<file path="src/rtl/ram_seq_ctrl_if.sv">
`default_nettype none
// ============================================================================
//  Module      : ram_seq_ctrl_if
//  Description : Bundle of request inputs and RAM/counter control outputs for
//                the RAM snapshot sequencer.
//                master : request source (drives requests and tick1Hz)
//                slave  : sequencer (drives RAM/counter controls and status)
//                Requests : tick1Hz, save_req, load_req, load_slot, clear
//                Controls : address, wren, rden, LOAD_N
//                Status   : busy, err, wr_ptr, full
//  Revision    : 1.0 - initial release
// ============================================================================
interface ram_seq_ctrl_if #(
    parameter int AW = 4
);
    logic          tick1Hz;
    logic          save_req;
    logic          load_req;
    logic [AW-1:0] load_slot;
    logic          clear;
    logic [AW-1:0] address;
    logic          wren;
    logic          rden;
    logic          LOAD_N;
    logic          busy;
    logic          err;
    logic [AW-1:0] wr_ptr;
    logic          full;

    modport master (
        output tick1Hz, save_req, load_req, load_slot, clear,
        input  address, wren, rden, LOAD_N, busy, err, wr_ptr, full
    );

    modport slave (
        input  tick1Hz, save_req, load_req, load_slot, clear,
        output address, wren, rden, LOAD_N, busy, err, wr_ptr, full
    );
endinterface
`default_nettype wire

</file>
<file path="src/rtl/ram_seq_ctrl.sv">
`default_nettype none
// ============================================================================
//  Module      : ram_seq_ctrl
//  Description : Sequencer for a DEPTH x 8 snapshot RAM and the counter load.
//                Accepts one-deep save/load/clear requests, runs single-cycle
//                RAM writes into a ring of slots, and for loads reads a slot
//                and holds LOAD_N low until the slow counter clock samples it.
//  Ports       : clk   - RAM clock, all logic on rising edge
//                Reset - synchronous active-high reset
//                bus   - ram_seq_ctrl_if slave (requests in, controls out)
//  Revision    : 1.0 - initial release
// ============================================================================
module ram_seq_ctrl #(
    parameter int DEPTH = 16,
    parameter int AW    = 4
) (
    input  wire logic      clk,
    input  wire logic      Reset,
    ram_seq_ctrl_if.slave  bus
);

    localparam logic [2:0] S_IDLE   = 3'd0;
    localparam logic [2:0] S_WRITE  = 3'd1;
    localparam logic [2:0] S_READ   = 3'd2;
    localparam logic [2:0] S_RDWAIT = 3'd3;
    localparam logic [2:0] S_HOLD   = 3'd4;

    logic [2:0]       r_state;
    logic [2:0]       w_state_d;

    logic             r_sv_pend;
    logic             r_ld_pend;
    logic             r_clr_pend;
    logic [AW-1:0]    r_ld_addr;
    logic [AW-1:0]    r_wr_ptr;
    logic [DEPTH-1:0] r_valid;

    logic [AW-1:0]    r_address;
    logic             r_wren;
    logic             r_rden;
    logic             r_load_n;
    logic             r_busy;
    logic             r_err;
    logic             r_full;

    logic             w_idle;
    logic             w_ld_bad;
    logic             w_sv_drop;
    logic             w_ld_drop;
    logic             w_clr_now;
    logic             w_clr_apply;
    logic             w_sv_pend_d;
    logic             w_ld_pend_d;
    logic             w_clr_pend_d;
    logic [DEPTH-1:0] w_valid_d;
    logic [AW-1:0]    w_wr_ptr_d;
    logic [AW-1:0]    w_address_d;
    logic             w_wren_d;
    logic             w_rden_d;
    logic             w_load_n_d;
    logic             w_busy_d;
    logic             w_err_d;

    // ------------------------------------------------------------------
    // Request bookkeeping: pending flags, slot valid map, ring pointer
    // ------------------------------------------------------------------
    always_comb begin
        w_idle    = (r_state == S_IDLE);
        // A queued load whose slot was never written is rejected in IDLE,
        // but only once any queued clear and save have been dealt with.
        w_ld_bad  = w_idle && !r_clr_pend && !r_sv_pend && r_ld_pend
                    && !r_valid[r_ld_addr];
        w_sv_drop = bus.save_req && r_sv_pend;
        w_ld_drop = bus.load_req && r_ld_pend;

        // Clear acts at once only when nothing is outstanding; otherwise it
        // waits for the next IDLE cycle so in-flight accesses see old state.
        w_clr_now   = bus.clear && w_idle && !r_sv_pend && !r_ld_pend && !r_clr_pend;
        w_clr_apply = w_clr_now || (w_idle && r_clr_pend);

        w_sv_pend_d  = (r_sv_pend && (r_state != S_WRITE)) || (bus.save_req && !r_sv_pend);
        w_ld_pend_d  = (r_ld_pend && !((r_state == S_HOLD) && bus.tick1Hz) && !w_ld_bad)
                       || (bus.load_req && !r_ld_pend);
        w_clr_pend_d = (bus.clear && !w_clr_now) || (r_clr_pend && !w_idle);

        w_valid_d  = r_valid;
        w_wr_ptr_d = r_wr_ptr;
        if (w_clr_apply) begin
            w_valid_d  = '0;
            w_wr_ptr_d = '0;
        end else if (r_state == S_WRITE) begin
            w_valid_d[r_wr_ptr] = 1'b1;
            // DEPTH is a power of two, so natural overflow gives the ring wrap
            w_wr_ptr_d          = r_wr_ptr + 1'b1;
        end
    end

    // ------------------------------------------------------------------
    // FSM: state register
    // ------------------------------------------------------------------
    always_ff @(posedge clk) begin
        if (Reset) begin
            r_state <= S_IDLE;
        end else begin
            r_state <= w_state_d;
        end
    end

    // ------------------------------------------------------------------
    // FSM: next-state logic
    // ------------------------------------------------------------------
    always_comb begin
        w_state_d = r_state;
        case (r_state)
            S_IDLE: begin
                // A deferred clear gets this IDLE cycle to itself
                if (r_clr_pend) begin
                    w_state_d = S_IDLE;
                end else if (r_sv_pend) begin
                    w_state_d = S_WRITE;
                end else if (r_ld_pend && r_valid[r_ld_addr]) begin
                    w_state_d = S_READ;
                end
            end
            S_WRITE:  w_state_d = S_IDLE;
            S_READ:   w_state_d = S_RDWAIT;
            S_RDWAIT: w_state_d = S_HOLD;
            S_HOLD: begin
                if (bus.tick1Hz) begin
                    w_state_d = S_IDLE;
                end
            end
            default:  w_state_d = S_IDLE;
        endcase
    end

    // ------------------------------------------------------------------
    // FSM: output logic, evaluated on the next state so that every output
    // is a flop that lines up with the state it belongs to
    // ------------------------------------------------------------------
    always_comb begin
        w_wren_d    = (w_state_d == S_WRITE);
        w_rden_d    = (w_state_d == S_READ);
        w_load_n_d  = (w_state_d != S_HOLD);
        w_address_d = r_address;
        case (w_state_d)
            S_WRITE:                  w_address_d = r_wr_ptr;
            S_READ, S_RDWAIT, S_HOLD: w_address_d = r_ld_addr;
            default:                  w_address_d = r_address;
        endcase
        w_busy_d = (w_state_d != S_IDLE) || w_sv_pend_d || w_ld_pend_d || w_clr_pend_d;
        w_err_d  = w_sv_drop || w_ld_drop || w_ld_bad;
    end

    // ------------------------------------------------------------------
    // Datapath and output registers
    // ------------------------------------------------------------------
    always_ff @(posedge clk) begin
        if (Reset) begin
            r_sv_pend  <= 1'b0;
            r_ld_pend  <= 1'b0;
            r_clr_pend <= 1'b0;
            r_ld_addr  <= '0;
            r_wr_ptr   <= '0;
            r_valid    <= '0;
            r_address  <= '0;
            r_wren     <= 1'b0;
            r_rden     <= 1'b0;
            r_load_n   <= 1'b1;
            r_busy     <= 1'b0;
            r_err      <= 1'b0;
            r_full     <= 1'b0;
        end else begin
            r_sv_pend  <= w_sv_pend_d;
            r_ld_pend  <= w_ld_pend_d;
            r_clr_pend <= w_clr_pend_d;
            if (bus.load_req && !r_ld_pend) begin
                r_ld_addr <= bus.load_slot;
            end
            r_wr_ptr   <= w_wr_ptr_d;
            r_valid    <= w_valid_d;
            r_address  <= w_address_d;
            r_wren     <= w_wren_d;
            r_rden     <= w_rden_d;
            r_load_n   <= w_load_n_d;
            r_busy     <= w_busy_d;
            r_err      <= w_err_d;
            r_full     <= &w_valid_d;
        end
    end

    assign bus.address = r_address;
    assign bus.wren    = r_wren;
    assign bus.rden    = r_rden;
    assign bus.LOAD_N  = r_load_n;
    assign bus.busy    = r_busy;
    assign bus.err     = r_err;
    assign bus.wr_ptr  = r_wr_ptr;
    assign bus.full    = r_full;

endmodule
`default_nettype wire
</file>
<file path="src/flat_wrapper.sv">
// flat-port wrapper written by rule: the top's interface ports become plain ports
module ram_seq_ctrl_flat 
#(
    parameter int DEPTH = 16,
    parameter int AW    = 4
)
  (clk, Reset, bus_tick1Hz, bus_save_req, bus_load_req, bus_load_slot, bus_clear, bus_address, bus_wren, bus_rden, bus_LOAD_N, bus_busy, bus_err, bus_wr_ptr, bus_full);
  ram_seq_ctrl_if #(.AW(AW)) bus_i ();
  input  wire logic clk;
  input  wire logic Reset;
  input wire logic [$bits(bus_i.tick1Hz)-1:0] bus_tick1Hz;
  input wire logic [$bits(bus_i.save_req)-1:0] bus_save_req;
  input wire logic [$bits(bus_i.load_req)-1:0] bus_load_req;
  input wire logic [$bits(bus_i.load_slot)-1:0] bus_load_slot;
  input wire logic [$bits(bus_i.clear)-1:0] bus_clear;
  output wire logic [$bits(bus_i.address)-1:0] bus_address;
  output wire logic [$bits(bus_i.wren)-1:0] bus_wren;
  output wire logic [$bits(bus_i.rden)-1:0] bus_rden;
  output wire logic [$bits(bus_i.LOAD_N)-1:0] bus_LOAD_N;
  output wire logic [$bits(bus_i.busy)-1:0] bus_busy;
  output wire logic [$bits(bus_i.err)-1:0] bus_err;
  output wire logic [$bits(bus_i.wr_ptr)-1:0] bus_wr_ptr;
  output wire logic [$bits(bus_i.full)-1:0] bus_full;
  assign bus_i.tick1Hz = bus_tick1Hz;
  assign bus_i.save_req = bus_save_req;
  assign bus_i.load_req = bus_load_req;
  assign bus_i.load_slot = bus_load_slot;
  assign bus_i.clear = bus_clear;
  assign bus_address = bus_i.address;
  assign bus_wren = bus_i.wren;
  assign bus_rden = bus_i.rden;
  assign bus_LOAD_N = bus_i.LOAD_N;
  assign bus_busy = bus_i.busy;
  assign bus_err = bus_i.err;
  assign bus_wr_ptr = bus_i.wr_ptr;
  assign bus_full = bus_i.full;
  ram_seq_ctrl #(.DEPTH(DEPTH), .AW(AW)) u_core (.clk(clk), .Reset(Reset), .bus(bus_i));
endmodule
</file>
<file path="config.mk">
export PLATFORM = sky130hd
export DESIGN_NAME = ram_seq_ctrl_flat
export DESIGN_NICKNAME = d
export VERILOG_FILES = /design/src/rtl/ram_seq_ctrl_if.sv /design/src/rtl/ram_seq_ctrl.sv /design/src/flat_wrapper.sv
export SDC_FILE = /design/constraint.sdc
export NUM_CORES = 1
export LEC_CHECK = 0
export CORE_MARGIN = 2
export CORE_UTILIZATION = 32
export DETAILED_ROUTE_END_ITERATION = 8
export PLACE_DENSITY_LB_ADDON = 0.1
export SETUP_SLACK_MARGIN = 0.4
export SLEW_MARGIN = 30
export SYNTH_ARGS = -nofsm -noshare
export SYNTH_HDL_FRONTEND = slang
export SYNTH_SLANG_ARGS = --single-unit
</file>
<file path="constraint.sdc">
create_clock -name clk -period 2.3 [get_ports clk]
set_input_delay 0.575 -clock clk [delete_from_list [all_inputs] [get_ports clk]]
set_output_delay 0.575 -clock clk [all_outputs]
set_load 0.02 [all_outputs]
</file>
==> After elaboration in Yosys (flattened, before gate mapping) <==
Index checks and enable logic that the tools add are counted.
{ "totals": {"output_inout_bits": 14, "in_bits": 10, "reg_bits": 40} }
{ "classes": {"add_sub_neg": 1, "order_cmp": 3, "eq_ne": 10, "n_reduce_logical": 44, "bitwise_logic": 1, "n_mux": 12} }
{ "ops": {"columns": ["cell", "n"], "rows": [
  ["16-bit two-way mux", 2],
  ["1-bit logical AND", 21],
  ["16-bit OR", 1],
  ["16-bit AND reduction", 1],
  ["3-bit by 2-bit equality test with 1-bit output, second input constant", 4],
  ["3-bit two-way mux", 4],
  ["3-bit case mux with 4 select lines", 1],
  ["4-bit by 5-bit < comparator with 1-bit output, second input constant", 2],
  ["1-bit logical OR", 9],
  ["1-bit zero test", 8],
  ["4-bit case mux with 2 select lines", 1],
  ["3-bit by 1-bit equality test with 1-bit output, second input constant", 2],
  ["3-bit equality test, second input constant", 2],
  ["4-bit by 1-bit adder with 4-bit output, second input constant", 1],
  ["1-bit binary-select mux with 4-bit select", 1],
  ["1-bit demux with 4-bit select", 1],
  ["4-bit by 1-bit >= comparator with 1-bit output, second input constant", 1],
  ["3-bit zero test", 1],
  ["3-bit by 1-bit inequality test with 1-bit output, second input constant", 1],
  ["3-bit inequality test, second input constant", 1],
  ["3-bit nonzero test", 1],
  ["3-bit OR reduction", 1],
  ["1-bit two-way mux", 2],
  ["2-bit nonzero test", 1],
  ["2-bit OR reduction", 1]
]} }

==> Longest topological paths before layout <==
{ "logic_depth": {"word_depth": 11, "mapped_depth": 7, "mapped_depth_nobuf": 7} }

==> Worst setup path after synthesis <==
Ideal clock, no wire load.
{ "synth_timing": {"path_type": "flip-flop to flip-flop", "startpoint": "reg u_core.r_wr_ptr[0] (netlist: u_core.bus.wr_ptr[0])", "endpoint": "reg u_core.r_full (netlist: u_core.bus.full)", "n_path_buf": 1, "setup_slack_ns": 0.270, "t_arrival_ns": 1.970, "stages_incl_launch_ff": 8, "setup_time_ns": 0.061, "required_ns": 2.239, "cell_sequence": "dfxtp_1 -> ha_1 -> nor4bb_1 -> clkbuf_1 -> a21oi_1 -> or3_1 -> a211oi_1 -> and4_1"} }
{ "synth_between": {"elab_chain_cells": 8, "word_cells_on_any_way": 9, "classes_between": "2 x order compare; 4 x mux; 1 x bitwise; 2 x reduce/logical"} }
{ "synth_lines": {"columns": ["element", "line_no", "text"], "rows": [
  ["from (decl)", "ram_seq_ctrl.sv:35", "logic [AW-1:0] r_wr_ptr;"],
  ["from (signal assigned)", "ram_seq_ctrl.sv:180", "r_wr_ptr <= w_wr_ptr_d;"],
  ["4-bit by 5-bit < comparator with 1-bit output (not written as such) or 4-bit by 1-bit >= comparator with 1-bit output (tied branches)", "ram_seq_ctrl.sv:92", "w_valid_d[r_wr_ptr] = 1'b1;"],
  ["1-bit logical AND (not written as such)", "ram_seq_ctrl.sv:92", null],
  ["1-bit two-way mux (not written as such)", "ram_seq_ctrl.sv:92", null],
  ["1-bit demux with 4-bit select *", null, null],
  ["16-bit OR (no line) *", null, null],
  ["16-bit two-way mux *", "ram_seq_ctrl.sv:91", "end else if (r_state == S_WRITE) begin"],
  ["16-bit two-way mux *", "ram_seq_ctrl.sv:88", "if (w_clr_apply) begin"],
  ["16-bit AND reduction *", "ram_seq_ctrl.sv:188", "r_full <= &w_valid_d;"],
  ["to (signal assigned)", "ram_seq_ctrl.sv:188", null],
  ["to (decl)", "ram_seq_ctrl.sv:44", "logic r_full;"]
]} }
Every way passes the cells marked *; elsewhere a longest branch is shown, timed or not.
A chain may end at the register's enable or synchronous reset.

==> Worst setup path in the final report <==
{ "layout_timing": {"startpoint": "reg u_core.r_ld_addr[0]", "endpoint": "reg u_core.r_address[1] (netlist: u_core.bus.address[1])"} }
{ "layout_between": {"elab_chain_cells": 10, "word_cells_on_any_way": 14, "classes_between": "4 x eq/ne; 7 x mux; 3 x reduce/logical"} }
{ "layout_lines": {"columns": ["element", "line_no", "text"], "rows": [
  ["from (decl)", "ram_seq_ctrl.sv:34", "logic [AW-1:0] r_ld_addr;"],
  ["from (signal assigned)", "ram_seq_ctrl.sv:178", "r_ld_addr <= bus.load_slot;"],
  ["1-bit binary-select mux with 4-bit select *", "ram_seq_ctrl.sv:121", "end else if (r_ld_pend && r_valid[r_ld_addr]) begin"],
  ["1-bit two-way mux (not written as such) *", "ram_seq_ctrl.sv:121", null],
  ["1-bit logical AND *", "ram_seq_ctrl.sv:121", null],
  ["3-bit two-way mux *", "ram_seq_ctrl.sv:121", null],
  ["3-bit two-way mux *", "ram_seq_ctrl.sv:119", "end else if (r_sv_pend) begin"],
  ["3-bit two-way mux *", "ram_seq_ctrl.sv:117", "if (r_clr_pend) begin"],
  ["3-bit case mux with 4 select lines *", "ram_seq_ctrl.sv:114", "case (r_state)"],
  ["3-bit by 2-bit equality test with 1-bit output or 3-bit equality test (tied branches)", "ram_seq_ctrl.sv:146", "case (w_state_d)"],
  ["3-bit OR reduction", "ram_seq_ctrl.sv:146", null],
  ["4-bit case mux with 2 select lines or 2-bit nonzero test (tied branches)", null, null],
  ["to (signal assigned)", "ram_seq_ctrl.sv:182", "r_address <= w_address_d;"],
  ["to (decl)", "ram_seq_ctrl.sv:38", "logic [AW-1:0] r_address;"]
]} }
Every way passes the cells marked *; elsewhere a longest branch is shown, timed or not. The select of a mux whose other input is x is not followed.

==> flow_summary.yaml <==
clock_tree:
  holdBufCountCts: 0
  clock_path_buffers: 2
  cts_tree: "yes"
  cts.sink_count: 40
  insertion_delay_ps: 300
  cts_buffers: 5
  cts_max_level: 2
  cts-root-buf: "clkbuf_8"
  clk_pin_slew_worst_paths_ps: 90
status:
  status: "complete, no violations"
worst_setup_path:
  crit_start: "u_core.r_ld_addr[0]$_SDFFE_PP0P_"
  path_class: "reg -> reg"
  critPathMaxFanout: 6
  r2r_start: "u_core.r_ld_addr[0]$_SDFFE_PP0P_"
  worstPathRequired_ps: 2480
  crit_path_end_kind: "flop"
  critPathArrivalTime_ps: 2120
  critPathLaunchType: "flop"
synthesis:
  synth_area_um2: 1981
  ys_types: 49
  yosysSeqAreaShare: 0.4043
  synth_area_per_cell_um2: 9.086
  synth_ff_type: "dfxtp_1"
  synth_edf_count: 0
  synth_cells: 218
  synth_area_leaders: "dfxtp_1 (40%), nor2_1 (6.3%), a21oi_1 (5.3%)"
  synth_area_leader_cell: "dfxtp_1"
  synth_top_area_frac: 0.4043
  synth_warnings: 0
  ys_ff_latch: 40
  async_flop_share: 0
  synth_nets: 232
power_and_ir_drop:
  power_mw: 1.383
  p_leak_nw: 0.9922
  peakVddDrop_uv: 232.6
  powerDensity_nw_per_um2: 533.8
sta:
  finalHoldViolations: 0
  slew_headroom: 0.7063
  tightestPinTransition_ps: 439.6
  timing.final.ws_setup_ps: 363.0
  tns_ps: 0
  fin_crit_sh: 0.8422
  hold_ws_ps: 506.5
  finClkSkew_ps: 13.75
  setup_viol: 0
  rsz0062_at_grt: "true"
  finalMaxSlewViolations: 0
  fmax_mhz: 516.3
  period_minus_slack_ps: 1937
grt:
  antenna_found_initial: 0
  grt_max_degree: 14
  first_global_vias: 1595
  grt_pass1_wl_mm: 8.176
  grt-ovfl-total: 0
  grt_usage: 0.1621
detailed_routing:
  vias: 1718
  drt_iter0_drc: 104
  first_pass_iters: 4
  drcViolationCount: 0
  wl_mm: 5.252
  wl_per_cell_um: 15.77
  ant_nets: 0
  via_per_inst: 5.159
floorplanning:
  die_w_um: 82.68
  core_um2: 5956
  start_util: 0.3326
  fp-row-count: 28
  dieArea_um2: 6835
  chipHeight_um: 82.68
  pin_count: 24
cells_and_area:
  area_growth_pct: 30.83
  fin_util: 0.4351
  diodes: 0
  nNetsFinal: 272
  final_layout_size_suffix_gt1_frac: 0.2364
placement:
  place.gp.congestion: 0.8019
  pre_cts_ws_ps: 38.86
  io_buffers: 23
  place_hpwl_mm: 3.711
worst_hold_path:
  min_from: "u_core.r_valid[2]$_SDFF_PP0_"
  hold_path.class: "reg -> reg"
run:
  cap_violations: 0
-- power by group --
| part | switching [mW] | internal (mW) | leakage [nW] |
|---|---|---|---|
| combinational | 0.0968 | 0.0936 | 0.623 |
| clock | 0.249 | 0.207 | 0.0410 |
| sequential | 0.0277 | 0.710 | 0.328 |
-- final timing paths --
path	end	slack, ps	cells after the start
max	u_core.bus.address[1]$_SDFFE_PP0P_	360	5
min	u_core.r_valid[2]$_SDFF_PP0_	510	2
max reg2reg	u_core.bus.address[1]$_SDFFE_PP0P_	360	5
min reg2reg	u_core.r_valid[2]$_SDFF_PP0_	510	2
-- Yosys cell counts, drive strengths merged (3+ instances only) --
cell,count
nand2b,3
and2,3
buf,5
ha,4
mux2i,7
nor3b,3
nor2b,7
clkbuf,6
inv,7
a21oi,21
a221o,3
a32oi,4
nor4bb,4
nor3,5
nor2,33
nand2,11
dfxtp,40
mux4,4
and3,3
nand3,5
a31oi,3
o21ai,6
-- flip-flops by register name (all words and copies together) (netlist names) --
signal,flops
u_core.bus.wr_ptr,4
u_core.bus.rden,1
u_core.bus.busy,1
u_core.r_state,3
u_core.bus.full,1
u_core.bus.address,4
u_core.r_ld_pend,1
u_core.bus.wren,1
u_core.r_sv_pend,1
u_core.r_valid,16
u_core.r_clr_pend,1
u_core.bus.LOAD_N,1
u_core.r_ld_addr,4
u_core.bus.err,1
-- cell families after synthesis --
logic type	share of synthesized area
fa+ha+maj	0.02527
flops	0.4043
xor+xnor	0.01327
buf+inv	0.04485
compound gates	0.1851
mux	0.1004
simple gates	0.2268
-- stage by stage --
step	cells	cell area [µm²]
after floorplan	218	1977
after global placement	322	2369
after detailed placement	322	2369
after CTS	332	2502
after global routing	333	2591
final	333	2591
-- cells in the final DEF (no fill, tap or decap), types with 5 or more instances in the layout --
cell | netlist | layout
dfxtp_1 | 40 | 34
nor2_1 | 33 | 33
buf_4 | 2 | 21
clkdlybuf4s50_1 | 0 | 19
a21oi_1 | 21 | 17
nand2_1 | 11 | 11
nor2b_1 | 7 | 7
nand3_1 | 5 | 5
o21ai_0 | 6 | 5
mux2i_1 | 6 | 5
inv_1 | 7 | 5
clkbuf_8 | 0 | 5
-- per-layer routing --
metal | track usage | up-vias | wire length, µm
li1 | - | 867 | -
met1 | 0.2405 | 819 | 2786
met2 | 0.2347 | 26 | 2231
met3 | 0.03587 | 6 | 177
met4 | 0.04426 | 0 | 57
met5 | 0 | - | 0
-- area by class of cell --
cell class	instances	area [µm²]
sequential	40	815.8
timing repair buffer	44	386.6
multi-input combinational	159	1187
clock inverter	1	5.005
tap	75	93.84
clock buffer	6	72.57
fill	633	3364
inverter	8	30.03
-- repair_timing --
action	4_1_cts	5_1_grt
setup endpoints to repair	9	19
gates resized for setup	12	19
setup buffers	3	1
pin swaps	5	10
-- worst max-delay path, cell delays in order (launching register included) --
cell and delay, ps:
dfxtp_4 410, mux4_2 550, mux2i_4 220, o22ai_4 100, o221a_4 230, a221o_1 300
No activity file was read; power rests on OpenSTA's default activity.
